==> src/rtl/tick_sample_pacer_pkg.sv <==
// Shared types and helpers for the tick-paced sample output stage.
package tick_sample_pacer_pkg;

    typedef enum logic {FILL, RUN} pacer_state_t;

    localparam int unsigned DW_DEFAULT         = 16;
    localparam int unsigned DEPTH_LOG2_DEFAULT = 4;

    // Increment that sticks at the all-ones value of a counter 'width' bits wide.
    function automatic logic [63:0] sat_inc(input logic [63:0] val, input int unsigned width);
        logic [63:0] max_val;
        max_val = (width >= 64) ? '1 : ((64'd1 << width) - 64'd1);
        return (val >= max_val) ? max_val : val + 64'd1;
    endfunction

endpackage

==> src/rtl/tick_sample_pacer_fifo.sv <==
// Synchronous sample FIFO; the occupancy register is the only full/empty authority.
module sample_fifo #(
    parameter int unsigned DW         = 16,
    parameter int unsigned DEPTH_LOG2 = 4
) (
    input  logic                  clk,
    input  logic                  rst,
    input  logic                  push,
    input  logic                  pop,
    input  logic [DW-1:0]         wdata,
    output logic [DW-1:0]         rdata,
    output logic [DEPTH_LOG2:0]   level,
    output logic                  full,
    output logic                  empty
);

    localparam int unsigned DEPTH = 2 ** DEPTH_LOG2;
    localparam logic [DEPTH_LOG2:0] DEPTH_L = {1'b1, {DEPTH_LOG2{1'b0}}};

    logic [DW-1:0]         mem [DEPTH];
    logic [DEPTH_LOG2-1:0] wr_ptr_q;
    logic [DEPTH_LOG2-1:0] rd_ptr_q;
    logic                  do_push;
    logic                  do_pop;

    assign full    = (level == DEPTH_L);
    assign empty   = (level == '0);
    assign do_push = push && !full;
    assign do_pop  = pop && !empty;
    assign rdata   = mem[rd_ptr_q];

    always_ff @(posedge clk) begin
        if (do_push) begin
            mem[wr_ptr_q] <= wdata;
        end
    end

    always_ff @(posedge clk) begin
        if (rst) begin
            wr_ptr_q <= '0;
            rd_ptr_q <= '0;
            level    <= '0;
        end else begin
            if (do_push) begin
                wr_ptr_q <= wr_ptr_q + DEPTH_LOG2'(1);
            end
            if (do_pop) begin
                rd_ptr_q <= rd_ptr_q + DEPTH_LOG2'(1);
            end
            case ({do_push, do_pop})
                2'b10:   level <= level + (DEPTH_LOG2 + 1)'(1);
                2'b01:   level <= level - (DEPTH_LOG2 + 1)'(1);
                default: level <= level;
            endcase
        end
    end

endmodule

==> src/rtl/tick_sample_pacer.sv <==
// Tick-paced sample output stage: prefill, one sample per accepted tick, underrun re-priming.
// Define TICK_SAMPLE_PACER_ZERO_FILL_EN to output silence on underrun instead of holding.
module tick_sample_pacer
    import tick_sample_pacer_pkg::*;
#(
    parameter int unsigned DW         = DW_DEFAULT,
    parameter int unsigned DEPTH_LOG2 = DEPTH_LOG2_DEFAULT,
    parameter int unsigned PREFILL    = 8,
    parameter int unsigned CNT_W      = 16
) (
    input  logic                  clk,
    input  logic                  rst,
    input  logic                  en,
    input  logic                  tick,
    input  logic [DW-1:0]         s_data,
    input  logic                  s_valid,
    output logic                  s_ready,
    output logic [DW-1:0]         m_data,
    output logic                  m_strobe,
    output logic [DEPTH_LOG2:0]   level,
    output logic [CNT_W-1:0]      underrun_cnt,
    output logic                  running
);

    if (PREFILL == 0 || PREFILL > 2 ** DEPTH_LOG2) begin : g_prefill_check
        $error("tick_sample_pacer: PREFILL must be in 1..2**DEPTH_LOG2");
    end

    localparam logic [DEPTH_LOG2:0] PREFILL_L = (DEPTH_LOG2 + 1)'(PREFILL);

    pacer_state_t    state_q;
    logic [DW-1:0]   fifo_rdata;
    logic            fifo_full;
    logic            fifo_empty;
    logic            acc_tick;
    logic            fifo_pop;

    assign s_ready  = !fifo_full;
    assign acc_tick = tick && en;
    assign fifo_pop = (state_q == RUN) && acc_tick && !fifo_empty;

    sample_fifo #(
        .DW         (DW),
        .DEPTH_LOG2 (DEPTH_LOG2)
    ) u_fifo (
        .clk   (clk),
        .rst   (rst),
        .push  (s_valid),
        .pop   (fifo_pop),
        .wdata (s_data),
        .rdata (fifo_rdata),
        .level (level),
        .full  (fifo_full),
        .empty (fifo_empty)
    );

    always_ff @(posedge clk) begin
        if (rst) begin
            state_q      <= FILL;
            m_data       <= '0;
            m_strobe     <= 1'b0;
            underrun_cnt <= '0;
            running      <= 1'b0;
        end else begin
            m_strobe <= 1'b0;
            case (state_q)
                FILL: begin
                    if (level >= PREFILL_L) begin
                        state_q <= RUN;
                        running <= 1'b1;
                    end
                end
                RUN: begin
                    if (acc_tick) begin
                        // Strobe on every accepted tick so the sink cadence never slips.
                        m_strobe <= 1'b1;
                        if (!fifo_empty) begin
                            m_data <= fifo_rdata;
                        end else begin
                            underrun_cnt <= CNT_W'(sat_inc(64'(underrun_cnt), CNT_W));
`ifdef TICK_SAMPLE_PACER_ZERO_FILL_EN
                            m_data <= '0;
`else
                            m_data <= m_data;
`endif
                            state_q <= FILL;
                            running <= 1'b0;
                        end
                    end
                end
                default: begin
                    state_q <= FILL;
                    running <= 1'b0;
                end
            endcase
        end
    end

endmodule

==> config.mk <==
export PLATFORM = sky130hd
export DESIGN_NAME = tick_sample_pacer
export DESIGN_NICKNAME = d
export VERILOG_FILES = /design/src/rtl/tick_sample_pacer_pkg.sv /design/src/rtl/tick_sample_pacer_fifo.sv /design/src/rtl/tick_sample_pacer.sv
export SDC_FILE = /design/constraint.sdc
export NUM_CORES = 1
export LEC_CHECK = 0
export BUFFER_PORTS_ARGS = -buffer_cell sky130_fd_sc_hd__buf_2
export CORE_UTILIZATION = 45
export CTS_BUF_LIST = sky130_fd_sc_hd__clkbuf_4 sky130_fd_sc_hd__clkbuf_8
export DETAILED_ROUTE_END_ITERATION = 6
export PLACE_DENSITY_LB_ADDON = 0.3
export RECOVER_POWER = 50
export SYNTH_ARGS = -nofsm -noshare
export SYNTH_HDL_FRONTEND = slang
export SYNTH_HIERARCHICAL = 1
export SYNTH_SLANG_ARGS = --single-unit
export TNS_END_PERCENT = 50
==> constraint.sdc <==
create_clock -name clk -period 3.8 [get_ports clk]
set_input_delay 0.76 -clock clk [delete_from_list [all_inputs] [get_ports clk]]
set_output_delay 0.76 -clock clk [all_outputs]
set_load 0.02 [all_outputs]
# == Word level (Yosys, flattened, before mapping) ==
# Memories as Yosys holds them, arrays and structs flattened. A register that Yosys moved wholly into a read port is not among the register bits.
# Cells that the tools add are included.
# totals
reg_bits,32
mem_bits_rw,256
input_bits,21
out_inout_bits,40
mem_count,1
# memory_table
memory,words,word_bits,rd,rd_ports_with_merged_regs,write_ports,line,rtl
u_fifo.mem,16,16,1,1,1,tick_sample_pacer_fifo.sv:20,logic [DW-1:0] mem [DEPTH];
# op_classes
addsub,5
magnitude_cmp,2
eq_ne,6
muxes,13
n_bitwise,2
reduce_logical,13
# op_table
op,count
"adder 16 x 1 -> 16 bit, second input constant",1
"greater-or-equal comparator 16 bit, second input constant",1
2-to-1 mux 16 bit,1
one-hot mux 5 bit (2 select lines),1
2-to-1 mux 1 bit,9
AND reduction 3 bit,3
"adder 4 x 1 -> 4 bit, second input constant",2
"adder 5 x 1 -> 5 bit, second input constant",1
"equality test 5 bit, second input constant",1
"greater-or-equal comparator 5 x 4 -> 1 bit, second input constant",1
logical AND 1 bit,5
zero test 5 bit,1
"subtractor 5 x 1 -> 5 bit, second input constant",1
"!= test 2 x 1 -> 1 bit, second input constant",2
one-hot mux 1 bit (2 select lines),2
"equality test 2 x 1 -> 1 bit, second input constant",1
"equality test 2 bit, second input constant",1
zero test 1 bit,2
"!= test 2 bit, second input constant",1
NOT 1 bit,2
nonzero test 2 bit,1
OR reduction 2 bit,1

# == Logic depth before layout (Yosys ltp) ==
# Gate-level depths: netlist (run 1).
# logic_depth
ltp_word,6
depth_mapped,17
depth_no_buf,12

# == Hierarchy ==
# Netlist (run 1), hierarchy kept.
# modules_own_cells
mod,instances,cells_each,area_each_um2,seq_area_each_um2
sample_fifo,1,482,10776.6,8027.7
tick_sample_pacer,1,181,1559.0,700.7

# == Worst setup path after synthesis (run 1) ==
# No wires, ideal clock.
# synth_timing
path_type,reg2reg
from,register u_fifo.level[2]
to,register u_fifo.level[2]
setup_time_ns,0.071
arrival_time_ns,3.519
setup_slack_ns,0.210
stages_incl_launch_ff,18
n_path_buf,5
cell_sequence,dfxtp_1 -> clkbuf_1 -> or4_1 -> buf_2 -> nor2_1 -> or2_1 -> buf_2 -> clkinv_2 -> buf_4 -> o21ai_2 -> inv_1 -> ha_1 -> clkbuf_1 -> xor2_1 -> ha_1 -> o21a_1 -> or4_1 -> a21oi_1
# synth_via
elab_chain_len,6
word_cells_on_any_way,13
# synth_lines
item,line,rtl
"start, declared",tick_sample_pacer_fifo.sv:12,"output logic [DEPTH_LOG2:0] level,"
"start signal, assigned",tick_sample_pacer_fifo.sv:51,2'b10: level <= level + (DEPTH_LOG2 + 1)'(1);
"start signal, assigned",tick_sample_pacer_fifo.sv:52,2'b01: level <= level - (DEPTH_LOG2 + 1)'(1);
"start signal, assigned",tick_sample_pacer_fifo.sv:53,default: level <= level;
zero test 5 bit *,tick_sample_pacer_fifo.sv:27,assign empty = (level == '0);
via fifo_empty,tick_sample_pacer.sv:34,logic fifo_empty;
zero test 1 bit *,tick_sample_pacer.sv:40,assign fifo_pop = (state_q == RUN) && acc_tick && !fifo_empty;
logical AND 1 bit *,tick_sample_pacer.sv:40,
via fifo_pop,tick_sample_pacer.sv:36,logic fifo_pop;
logical AND 1 bit *,tick_sample_pacer_fifo.sv:29,assign do_pop = pop && !empty;
via u_fifo.do_pop,tick_sample_pacer_fifo.sv:24,logic do_pop;
equality test 2 x 1 -> 1 bit / equality test 2 bit (equally long branches),tick_sample_pacer_fifo.sv:50,"case ({do_push, do_pop})"
one-hot mux 5 bit (2 select lines) / nonzero test 2 bit (equally long branches),--,
# The timed path passes the listed nets; every way through them passes the cells marked *.
# A chain may end at the register's enable or synchronous reset.

# == Worst setup path in the final report (run 1) ==
# layout_timing
from,register u_fifo.level[3]
to,register u_fifo.level[2]
# layout_via
elab_chain_len,6
word_cells_on_any_way,11
# layout_lines
item,line
zero test 5 bit *,tick_sample_pacer_fifo.sv:27
via fifo_empty,tick_sample_pacer.sv:34
zero test 1 bit *,"tick_sample_pacer_fifo.sv:29, tick_sample_pacer.sv:40"
logical AND 1 bit,tick_sample_pacer.sv:40
logical AND 1 bit *,tick_sample_pacer_fifo.sv:29
via u_fifo.do_pop,tick_sample_pacer_fifo.sv:24
equality test 2 x 1 -> 1 bit / equality test 2 bit (equally long branches),tick_sample_pacer_fifo.sv:50
one-hot mux 5 bit (2 select lines) / nonzero test 2 bit (equally long branches),--
# Marks and branches as above.

==> results of run 1 <==
[layer usage]
metal  GRT usage, %  up-vias  share of wire, %
met5              0        -             0.042
met4           6.34        2               2.1
met3           4.09       50               6.0
met2           30.5      245                48
met1           25.5     3354                44
li1               -     2892                 -
[cell usage in the layout (no fill, tap or decap), types with 3 or more instances in the layout]
cell	Yosys	routed
edfxtp_1	256	256
or4_1	3	3
xor2_1	7	7
a21oi_1	25	25
o21a_1	5	5
clkinv_1	0	9
o21ai_1	6	6
a22oi_1	3	3
clkbuf_1	13	54
xnor2_1	8	8
ha_1	9	9
nor2b_1	3	3
clkbuf_8	0	53
clkinv_2	1	7
buf_4	5	22
nand4_1	4	4
nand3b_1	4	4
dfxtp_1	52	50
nand3_1	7	7
nor2_1	35	35
nor3_2	1	4
nor4_1	3	3
inv_1	8	8
clkbuf_4	0	22
mux4_1	26	26
mux2i_1	6	6
nor3_1	18	15
buf_2	10	6
nand2b_1	4	4
mux4_2	54	54
a31oi_1	3	3
nand2_1	43	43
clkinvlp_4	0	3
o211ai_1	3	4
[final cells by class]
cell class / instances / area, µm²
clock buffer: 75 / 895
clock inverter: 19 / 97.6
fill: 2146 / 13000
inverter: 10 / 38.8
multi-input combinational: 309 / 3350
sequential: 308 / 8730
tap: 341 / 427
timing repair buffer: 83 / 418
[worst register-to-register path, delay by kind of cell (launching register included)]
kind	cells	cell delay, ps
and+or+nand+nor	4	1590
adders and majority gates	2	580
AOI/OAI and AO/OA	3	520
DFF	1	360
xor gates and xnor gates	1	210
buffers and inverters	2	150
[where the power goes]
part | total (µW) | internal, µW | switching (µW) | leakage (µW)
registers | 3710 | 3700 | 15.7 | 0.00273
clock network | 2790 | 1510 | 1270 | 0.000526
logic | 176 | 53.6 | 122 | 0.00120
total | 6680 | 5270 | 1410 | 0.00446
[worst paths after layout]
path	startpoint	end	slack, ps	cells after the start
setup / recovery	u_fifo/level[3]$_SDFFE_PP0P_	u_fifo/level[2]$_SDFFE_PP0P_	290	12
hold / removal	m_data[7]$_SDFFE_PP0P_	m_data[7]$_SDFFE_PP0P_	460	2
setup reg to reg	u_fifo/level[3]$_SDFFE_PP0P_	u_fifo/level[2]$_SDFFE_PP0P_	290	12
hold reg to reg	m_data[7]$_SDFFE_PP0P_	m_data[7]$_SDFFE_PP0P_	460	2
[per-stage QoR]
| step | utilization, % | hold WS, ps | std cells | total power (µW) |
|---|---|---|---|---|
| after global routing | 51.8 | 476 | 1145 | 6910 |
| after detailed placement | 48.4 | 454 | 1051 | 3960 |
| final | 51.8 | 459 | 1145 | 6680 |
| after CTS | 52.1 | 463 | 1145 | 6750 |
| after floorplan | - | 495 | 663 | 3870 |
| after global placement | 48.4 | 442 | 1051 | 3950 |
[kinds of logic after synthesis]
family,count (synthesis)
flops,308
simple gates,141
mux,86
compound gates,58
buf+inv,46
xor+xnor,15
fa+ha+maj,9
[Yosys cell counts, drive strengths merged (4+ instances only)]
cell type  count  area [µm²]
nor4           6        73.8
nand4          7        80.1
nand2b         4        25.0
o21a           6        52.6
mux2i          6        60.1
o21ai          9        48.8
ha             9         113
mux4          80        1900
nand2         43         161
xor2           7        61.3
a21oi         25         125
buf           22         170
dfxtp         52        1040
edfxtp       256        7690
nor2          35         131
o211ai         4        35.0
inv            9        33.8
clkbuf        13        48.8
nand3          7        35.0
xnor2          8        70.1
nor3          19         100
nand3b         4        30.0
[sequential cells by signal (all words and copies together) (netlist names), named ones only]
signal and cells:
m_strobe 1, state_q 1, u_fifo/rd_ptr_q 4, underrun_cnt 16, running 1, u_fifo/level 5, u_fifo/mem 256, m_data 16
u_fifo/wr_ptr_q 4
==> results.cfg, run 1 <==
[setup_path]
critPathArrivalTime_ps = 3960
max_stage_delay_ps = 710
cp_top_family = simple AND/OR/NAND/NOR gates
crit_path_end_kind = register
crit_required_ps = 4250
startpoint_type = register
path_max_fanout = 12
path_class = register to register
crit_buf_inv = 2
critPathSlowestCell = or4_1
cp_cell_sequence = or4_1 -> nor2_1 -> or2_1 -> clkinv_2 -> o21ai_2 -> inv_1 -> ha_1 -> xor2_1 -> ha_1 -> o21a_1 -> or4_1 -> a21oi_1

[cts]
cts_made_buffers = 50
holdBufCountCts = 0
cts.sinks = 308
cts_setup_buffers = 0
cts.htree.levels = 2
clk_pin_slew_ps = 60
cts-resized-gates = 0
cts_tree = done
clockBufferDepth = 3
clk_latency_ps = 570
cts_root_buffer = clkbuf_8

[power]
power_density_nw_per_um2 = 478
ir_drop_uv = 233
p_leak_uw = 0.00446

[route]
drc = 0
vias_per_cell = 5.71
dr.pass1.iters = 5
wl_mm = 26.1
drt_iter0_drc = 500
vias = 6543
wl_per_cell_um = 22.8
ant_nets = 0

[logic_synthesis]
synth_seq_cells = 308
synth.mux.area_fraction_pct = 15.9
yosys.area_share.xor_xnor_pct = 1.07
syn-num-nets = 693
async_flop_share_pct = 0
avgSynthCellArea_um2 = 18.6
synth_compound_area_share_pct = 3.08
synth_edf_count = 256
netlist_area_um2 = 12300
synth_fa_ha_area_share_pct = 0.913
synth_top_family_by_area = multiplexers
synth_ff_type = edfxtp_1
synth_seq_area_share_pct = 70.8
syn_inst = 663
yosys.area_share.simple_pct = 6.14
yosysWarnings = 6
synth.distinct_cells = 59

[finish]
drive_gt1_share_pct = 23.1
syn_to_final_growth_pct = 13.2
n_antenna_cell = 0
nets = 792
design_area_um2 = 14000

[sta]
rsz0062_at_grt = no
min_period_over_period_pct = 92.4
setup-tns-final_ps = 0
slew_violations = 61
relSlewSlack_pct = -67.3
min_period_ps = 3510
fin_skew_ps = 16.9
max_freq_ghz = 0.285
hold_viol = 0
setup_ws_ps = 288
setup_viol = 0
worst_pin_slew_ps = 2510

[die]
rows = 60
io_pins = 61
dieHeight_um = 168
dieArea_um2 = 28100
initial_core_util_pct = 45.8
core_um2 = 27000
die_w_um = 168

[run_status]
outcome = finished with violations
violations = capacitance limit, slew limit

[placement]
gp_congestion = 0.797
place_ws_ps = 376
place_hpwl_mm = 15.2
post_dp_cell_area_um2 = 13000
numPortBuffers = 60

[min_path]
hp-class = register to register

[global_routing]
grt_pass1_vias = 6587
antenna_found_initial = 1
grt_max_degree = 65
grt_usage_pct = 18.9
grt_pass1_wl_mm = 39.6
overflow = 0

[run]
drv_cap = 1
Power figures use the tool's default switching activity.
==> inputs of run 2 (changes only) <==
--- a/config.mk
+++ b/config.mk
@@ -9,7 +9,7 @@
 export CORE_UTILIZATION = 45
 export CTS_BUF_LIST = sky130_fd_sc_hd__clkbuf_4 sky130_fd_sc_hd__clkbuf_8
 export DETAILED_ROUTE_END_ITERATION = 6
-export PLACE_DENSITY_LB_ADDON = 0.3
+export PLACE_DENSITY = 0.58
 export RECOVER_POWER = 50
 export SYNTH_ARGS = -nofsm -noshare
 export SYNTH_HDL_FRONTEND = slang
==> results.cfg, run 2 (synthesized netlist as in run 1, its figures left out) <==
[power]
p_leak_uw = 0.00440
power_density_nw_per_um2 = 474
ir_drop_uv = 251

[die]
die_w_um = 168
io_pins = 61
dieHeight_um = 168
core_um2 = 27000
dieArea_um2 = 28100
rows = 60
initial_core_util_pct = 45.8

[setup_path]
crit_path_end_kind = register
crit_path_end = u_fifo/level[2]$_SDFFE_PP0P_
crit_buf_inv = 2
cp_num_cells = 12
path_max_fanout = 12
max_stage_delay_ps = 710
timing.rr.end = u_fifo/level[2]$_SDFFE_PP0P_
critPathArrivalTime_ps = 4000
cp_top_family = simple AND/OR/NAND/NOR gates
path_class = register to register
r2r_slack_ps = 260
crit_required_ps = 4260
r2r_start = u_fifo/level[0]$_SDFFE_PP0P_
cp_cell_sequence = or4_1 -> nor2_1 -> or2_1 -> clkinv_2 -> o21ai_2 -> inv_1 -> ha_1 -> xor2_1 -> ha_1 -> o21a_1 -> or4_1 -> a21oi_1
worstSetupStartpoint = u_fifo/level[0]$_SDFFE_PP0P_
r2r_cells = 12
startpoint_type = register
critPathSlowestCell = or4_1

[cts]
clk_pin_slew_ps = 60
cts_setup_buffers = 0
holdBufCountCts = 0
cts_made_buffers = 47
clk_latency_ps = 550
cts.htree.levels = 2
clockBufferDepth = 3
cts_root_buffer = clkbuf_8
cts.sinks = 308
cts-resized-gates = 0
cts_tree = done

[placement]
numPortBuffers = 60
placed_cells = 1051
gp_congestion = 0.793
place_hpwl_mm = 14.6

[sta]
fin_skew_ps = 21.3
worst_pin_slew_ps = 1920
slew_violations = 45
setup_viol = 0
min_period_ps = 3540
hold_viol = 0
min_period_over_period_pct = 93.3
rsz0062_at_grt = no
max_freq_ghz = 0.282
setup-tns-final_ps = 0
relSlewSlack_pct = -27.8

[finish]
n_antenna_cell = 0
stdcell_count = 1128
largest_register_ffs = 256
drive_gt1_share_pct = 22.4
final_common_cell = edfxtp_1
layout_common_cells = 256 x edfxtp_1, 57 x clkbuf_1, 54 x mux4_2
nets = 789
syn_to_final_growth_pct = 12.6
top_regs = u_fifo/mem x256, m_data x16, underrun_cnt x16
top_register = u_fifo/mem

[route]
drc = 0
ant_nets = 0
wl_per_cell_um = 23.3
vias = 6469
wl_mm = 26.3
drt_iter0_drc = 538
vias_per_cell = 5.73
dr.pass1.iters = 5

[run_status]
outcome = finished with violations
violations = capacitance limit, slew limit

[global_routing]
antenna_found_initial = 0
grt_max_degree = 46
grt_usage_pct = 19.0
grt_pass1_wl_mm = 39.4
overflow = 0
grt_pass1_vias = 6518

[run]
drv_cap = 1

[min_path]
hp-class = register to register
[run 2: cell count changes in the layout (fill, tap and decap cells not counted), moves of 3 or more]
cell	before	now
clkbuf_4	22	14
nor2_1	35	27
nor2_2	0	8
clkbuf_8	53	48
clkinv_2	7	2
bufinv_16	0	3
clkbuf_1	54	57
[run 2: worst min-delay path by stage]
| stage | from | to | cells past startpoint |
|---|---|---|---|
| 2_1_floorplan | u_fifo/rd_ptr_q[2]$_SDFFE_PP0P_ | register | 2 |
| 3_3_place_gp | m_data[14]$_SDFFE_PP0P_ | m_data[14]$_SDFFE_PP0P_ | 2 |
| 3_5_place_dp | m_data[14]$_SDFFE_PP0P_ | m_data[14]$_SDFFE_PP0P_ | 2 |
| 4_1_cts | m_data[14]$_SDFFE_PP0P_ | m_data[14]$_SDFFE_PP0P_ | 2 |
| 5_1_grt | m_data[14]$_SDFFE_PP0P_ | m_data[14]$_SDFFE_PP0P_ | 2 |
| 6_report | m_data[6]$_SDFFE_PP0P_ | m_data[6]$_SDFFE_PP0P_ | 2 |
[run 2: metal layers]
layer | GRT usage [%] | wire length [µm] | part of all wire, % | vias up
met1 | 24.4 | 11100 | 42 | 3351
met4 | 5.15 | 445 | 1.7 | 0
met5 | 0 | 0 | 0 | -
met2 | 33.3 | 13300 | 51 | 209
met3 | 3.59 | 1450 | 5.5 | 40
li1 | - | - | - | 2869
[run 2: power by group]
| group | internal [µW] | switching (µW) | leakage (µW) | total, µW |
|---|---|---|---|---|
| logic | 53.7 | 124 | 0.00119 | 177 |
| registers | 3700 | 15.2 | 0.00273 | 3710 |
| clock network | 1500 | 1190 | 0.000475 | 2690 |
[run 2: layout make-up]
type / count / area, µm²
clock buffer: 62 / 766
clock inverter: 15 / 145
fill: 2219 / 13100
inverter: 10 / 38.8
multi-input combinational: 309 / 3380
sequential: 308 / 8730
tap: 341 / 427
timing repair buffer: 83 / 409
[run 2: worst register-to-register path, delay by kind of cell (launching register included)]
family / cells / cell delay, ps
AOI/OAI and AO/OA: 3 / 480
and+or+nand+nor: 4 / 1610
xor gates and xnor gates: 1 / 230
buffers and inverters: 2 / 150
adders and majority gates: 2 / 600
DFF: 1 / 380
[run 2: through the flow]
stage	cell area, µm²	hold slack, ps	total power, µW	utilization [%]	setup WS (ps)
3_3_place_gp	13100	448	3950	48.5	476
2_1_floorplan	12300	495	3870	-	210
4_1_cts	14000	459	6660	51.9	332
5_1_grt	13900	481	6820	51.6	95.2
6_report	13900	462	6580	51.6	255
3_5_place_dp	13100	450	3970	48.5	347
